--- src/rtl/aes128_round_sequencer.sv ---
// AES-128 round sequencer.
// Holds the 128-bit cipher state, applies the initial AddRoundKey, and runs
// the ten rounds through an external SubBytes/ShiftRows/MixColumns datapath.
// It supplies round-key indices to the key store and folds each returned key
// into the datapath result. The final round has its MixColumns step bypassed.
module aes128_round_sequencer #(
  parameter int DP_LAT     = 1,   // datapath latency in cycles, 1..8
  parameter int NUM_ROUNDS = 10   // fixed for AES-128
) (
  input  logic         clk,
  input  logic         rst,
  input  logic         start,
  input  logic [127:0] plaintext,
  output logic         ready,
  output logic [127:0] dp_state,
  output logic         dp_issue,
  output logic         dp_bypass_mix,
  input  logic [127:0] dp_result,
  output logic [3:0]   rk_idx,
  input  logic [127:0] round_key,
  output logic [127:0] ciphertext,
  output logic         done
);

  typedef enum logic [1:0] {
    S_IDLE,
    S_ISSUE,
    S_WAIT,
    S_DONE
  } fsm_e;

  localparam logic [3:0] LAST_ROUND = 4'(NUM_ROUNDS);
  localparam logic [3:0] LAT        = 4'(DP_LAT);

  fsm_e         fsm_q,   fsm_d;
  logic [3:0]   round_q, round_d;
  logic [3:0]   wait_q,  wait_d;
  logic [127:0] state_q, state_d;
  logic [127:0] ct_q,    ct_d;

  // State register update with synchronous reset that discards any in-flight block.
  always_ff @(posedge clk) begin
    // NOTE: non-blocking assignments keep every flop sampling pre-edge values,
    // so the order of these statements carries no meaning.
    if (rst) begin
      fsm_q   <= S_IDLE;
      round_q <= '0;
      wait_q  <= '0;
      state_q <= '0;
      ct_q    <= '0;
    end else begin
      fsm_q   <= fsm_d;
      round_q <= round_d;
      wait_q  <= wait_d;
      state_q <= state_d;
      ct_q    <= ct_d;
    end
  end

  // Next-state logic and per-state outputs for the round sequence.
  always_comb begin
    // NOTE: every signal written here receives a default first; a branch that
    // forgot one would otherwise infer a latch.
    fsm_d         = fsm_q;
    round_d       = round_q;
    wait_d        = wait_q;
    state_d       = state_q;
    ct_d          = ct_q;
    ready         = 1'b0;
    dp_issue      = 1'b0;
    dp_bypass_mix = 1'b0;
    done          = 1'b0;
    rk_idx        = round_q;

    unique case (fsm_q)
      S_IDLE: begin
        ready   = 1'b1;
        rk_idx  = 4'd0;
        round_d = 4'd0;
        wait_d  = 4'd0;
        if (start) begin
          // Initial AddRoundKey with key 0 happens on the accepting edge.
          state_d = plaintext ^ round_key;
          round_d = 4'd1;
          fsm_d   = S_ISSUE;
        end
      end

      S_ISSUE: begin
        dp_issue      = 1'b1;
        dp_bypass_mix = (round_q == LAST_ROUND);
        wait_d        = LAT;
        fsm_d         = S_WAIT;
      end

      S_WAIT: begin
        if (wait_q != 4'd0) begin
          wait_d = wait_q - 4'd1;
        end
        // The result is valid in the last wait cycle; fold in this round's key.
        if (wait_q <= 4'd1) begin
          state_d = dp_result ^ round_key;
          if (round_q == LAST_ROUND) begin
            ct_d  = dp_result ^ round_key;
            fsm_d = S_DONE;
          end else begin
            round_d = round_q + 4'd1;
            fsm_d   = S_ISSUE;
          end
        end
      end

      S_DONE: begin
        done  = 1'b1;
        fsm_d = S_IDLE;
      end

      default: begin
        fsm_d = S_IDLE;
      end
    endcase
  end

  assign dp_state   = state_q;
  assign ciphertext = ct_q;

endmodule

--- config.mk ---
export PLATFORM = sky130hd
export DESIGN_NAME = aes128_round_sequencer
export DESIGN_NICKNAME = d
export VERILOG_FILES = /design/src/rtl/aes128_round_sequencer.sv
export SDC_FILE = /design/constraint.sdc
export NUM_CORES = 1
export LEC_CHECK = 0
export CORE_AREA = 4 4 250 252
export CTS_CLUSTER_DIAMETER = 200
export DETAILED_ROUTE_END_ITERATION = 7
export DIE_AREA = 0 0 254 256
export HOLD_SLACK_MARGIN = 0.12
export SYNTH_ARGS = -nofsm -noshare
export SYNTH_HDL_FRONTEND = slang
export SYNTH_SLANG_ARGS = --single-unit
--- constraint.sdc ---
create_clock -name clk -period 1.95 [get_ports clk]
set_input_delay 0.585 -clock clk [delete_from_list [all_inputs] [get_ports clk]]
set_output_delay 0.585 -clock clk [all_outputs]
set_load 0.02 [all_outputs]
==> impl_metrics.csv <==
group,metric,value,unit
global_route,grt_use_total,18.2,%
yosys,avgSynthCellArea,8.91,um^2
clock_network,cts_buffers,34,
yosys,yosysTopAreaCellShare,40.1,%
sta,drv_slew,0,
power_and_ir_drop,seq_power_share,25.5,%
cells_and_area,finalCoreUtilization,44.1,%
power_and_ir_drop,leakage,10.2,nW
critical_path,cp-end-kind,"flop",
sta,worst_slack,-0.165,ns
yosys,ys_warn_count,0,
power_and_ir_drop,combinationalPowerShare,50.0,%
run_status,failed_checks,"setup timing",
route,vias_per_cell,4.77,
power_and_ir_drop,ir_drop,0.000497,V
critical_path,worst_setup_path_start_kind,"flop",
cells_and_area,final-seq-area,5330,um^2
sta,fmax,473,MHz
cells_and_area,finalNonFillerCells,3075,
clock_network,tritoncts,"built",
yosys,synth_edf_count,0,
run_status,status,"complete, but fails checks",
sta,setup_viol,137,
critical_path,cp_slowest_stage_delay,0.35,ns
yosys,synthTopCellsByCount,"266 x dfxtp_1, 256 x xnor2_1, 139 x nor2_1, 134 x a21oi_1, 132 x o21ai_0",
placed_design,routabilityCongestion,0.827,
clock_network,ctsLongestPathBuffers,3,
critical_path,critPathBufInv,7,
floorplanning,rows,90,
power_and_ir_drop,p_clk_share,24.5,%
yosys,synth_area_leaders,"dfxtp_1 40%, xnor2_1 17%, mux2i_1 9.8%",
global_route,grt_max_degree,65,
route,ant_nets,0,
route,drtPass1Iterations,5,
yosys,ys_async_sr_fraction,0,%
run,max-cap-violations,0,
cells_and_area,area_growth,99.9,%
yosys,synth_most_common_cell,"dfxtp_1",
global_route,antenna_found_initial,2,
yosys,yosys-mux-area-fraction,9.89,%
clock_network,clk_latency,0.53,ns
power_and_ir_drop,power_density,994,nW/um^2
critical_path,cp_top_family,"buffers and inverters",
sta,hold_viol,0,
sta,fin_crit,2.12,ns
floorplanning,die_area,65000,um^2
global_route,grt_pass1_wl,90.5,mm
critical_path,required,2.40,ns
clock_network,cts_max_level,2,
power_and_ir_drop,swShare,37.4,%
floorplanning,initial_core_util,22.1,%
global_route,first_global_vias,14600,
yosys,synth_ff_type,"dfxtp_1",
floorplanning,pin_count,651,
cells_and_area,drive_gt1_share,28.2,%
yosys,synth_compound_area_share,18.2,%
cells_and_area,nNetsFinal,2663,
yosys,synth_top_family_by_area,"compound AO/OA/AOI/OAI gates",
critical_path,cp_max_fo,7,
placed_design,io_buffers,650,
yosys,syn_area,13300,um^2
clock_network,cts_root_buf,"clkbuf_16",
yosys,synth_xor_area_share,16.9,%
sta,worstMarginPinSlew,0.684,ns
critical_path,crit_type,"flop to flop",
floorplanning,dieHeight,256,um
yosys,synthAdderAreaFrac,0.754,%
clock_network,clkSinkCount,266,
clock_network,clk_pin_slew,0.06,ns
route,drcViolationCount,0,
floorplanning,die_w,254,um
route,drtIter0Drc,780,
cells_and_area,fillers,5690,
yosys,synth_simple_gate_area_share,9.77,%
critical_path,crit_chain,"buf_6 -> inv_6 -> ha_4 -> buf_6 -> buf_12 -> buf_12 -> buf_12 -> buf_16 -> mux2i_4 -> xnor2_2 -> nand3_1 -> a21oi_2",
cells_and_area,multi_input_area,9250,um^2
global_route,overflow,0,
floorplanning,core,60100,um^2
route,vias,14700,
yosys,synth_nets,1885,
sta,slew_headroom,54.4,%
power_and_ir_drop,power_switching,0.00986,W
critical_path,worstPathArrival,2.57,ns
placed_design,placed_cell_area,21300,um^2
route,wl,69.4,mm
cells_and_area,final_area,26500,um^2
route,wire_per_inst,22.6,um
yosys,synth-seq-cells,266,
placed_design,dpl.hpwl,42.0,mm
yosys,synth_seq_area_share,40.1,%
yosys,synth_cells,1490,
worst_hold_path,hp-class,"flop to flop",
sta,grt_setup_unrepaired,"true",
yosys,synth.distinct_cells,34,
sta,finClkSkew,0.00821,ns
placed_design,post-place-ws,-0.151,ns
critical_path,critPathSlowestCell,"dfxtp_2",
sta,fin_crit_sh,108,%
critical_path,crit_top_cell,"buf_12",
power_and_ir_drop,intPower,0.0165,W
yosys,yosysTopAreaCell,"dfxtp_1",
placed_design,dp_cells,2889,
-- logic make-up (layout without fill, tap and decap cells) --
group,count (synthesis),after routing
XOR/XNOR,256,256
multiplexers,131,131
AO/OA/AOI/OAI,406,406
buffers and inverters,137,938
AND/OR/NAND/NOR,286,286
flip-flops,266,266
other,0,2
adder cells (fa/ha/maj),8,8
-- area by class of cell --
class	instances	area share, %
repair buffers	871	36.9
multi-input cells	1087	34.8
flip-flops and latches	266	20.1
clock buffers	50	3.94
well taps	782	3.69
clock inverters	9	0.377
inverters	8	0.141
diodes	2	0.0189
-- worst paths after layout --
check                              startpoint       endpoint  slack [ns]  cells after the start
worst max-delay path                 fsm_q[0]  dp_state[124]       -0.17                     12
worst min-delay path            dp_state[109]  dp_state[109]        0.46                      2
worst min register to register  dp_state[109]  dp_state[109]        0.46                      2
worst max register to register       fsm_q[0]  dp_state[124]       -0.17                     12
-- power by group through the flow --
stage	clock, W	combinational [W]	sequential (W)
2_1_floorplan	0	0.00383	0.00765
3_3_place_gp	0	0.00916	0.00675
3_5_place_dp	0	0.00924	0.00678
4_1_cts	0.00663	0.0115	0.00667
5_1_grt	0.00687	0.0138	0.00681
6_report	0.00647	0.0132	0.00673
-- state kept, by name (all words and copies together) (netlist names) --
name        flops
ciphertext    128
dp_state      128
round_q         4
fsm_q           2
wait_q          4
-- cells in the final DEF (no fill, tap or decap), drive strengths merged, types with 3 or more instances in the layout --
master / synthesis / routed
nor2: 139 / 139
o21ai: 134 / 134
dfxtp: 266 / 266
dlygate4sd2: 0 / 252
nand3: 129 / 129
ha: 8 / 8
mux2i: 130 / 130
xnor2: 256 / 256
clkinv: 0 / 5
clkbuf: 77 / 78
nor2b: 5 / 5
buf: 52 / 203
clkdlybuf4s50: 0 / 385
inv: 8 / 8
clkdlybuf4s15: 0 / 3
a21oi: 134 / 134
a211oi: 128 / 128
-- worst reg2reg max path: cells and delay by family, from the launching register on --
family / cells / cell delay [ns]
compound gates: 1 / 0.15
xor+xnor: 1 / 0.23
fa+ha+maj: 1 / 0.16
buf+inv: 7 / 0.85
flops: 1 / 0.35
mux: 1 / 0.19
simple gates: 1 / 0.12
-- per-layer routing --
layer	wire length [um]	track usage, %
met4	2310	5.78
met1	27000	21.0
met2	35000	32.7
met5	0	0
met3	5080	4.79
-- repair_timing --
action                                  4_1_cts  5_1_grt
buffers inserted                             49       40
hold buffers                                  0        0
endpoints found under the setup margin      384      274
gates resized for setup                     458      468
gates cloned                                 27       28
hold endpoints to repair                      0        0
pin swaps                                    61      175
-- through the flow --
stage / hold slack [ns] / setup TNS (ns) / total power, W
after floorplan: 0.468 / 0 / 0.0115
after global placement: 0.456 / -6.00 / 0.0159
after detailed placement: 0.461 / -11.60 / 0.0160
after CTS: 0.466 / -13.64 / 0.0248
after global routing: 0.479 / -22.75 / 0.0275
final: 0.463 / -7.25 / 0.0264
(Power assumes the default switching activity.)
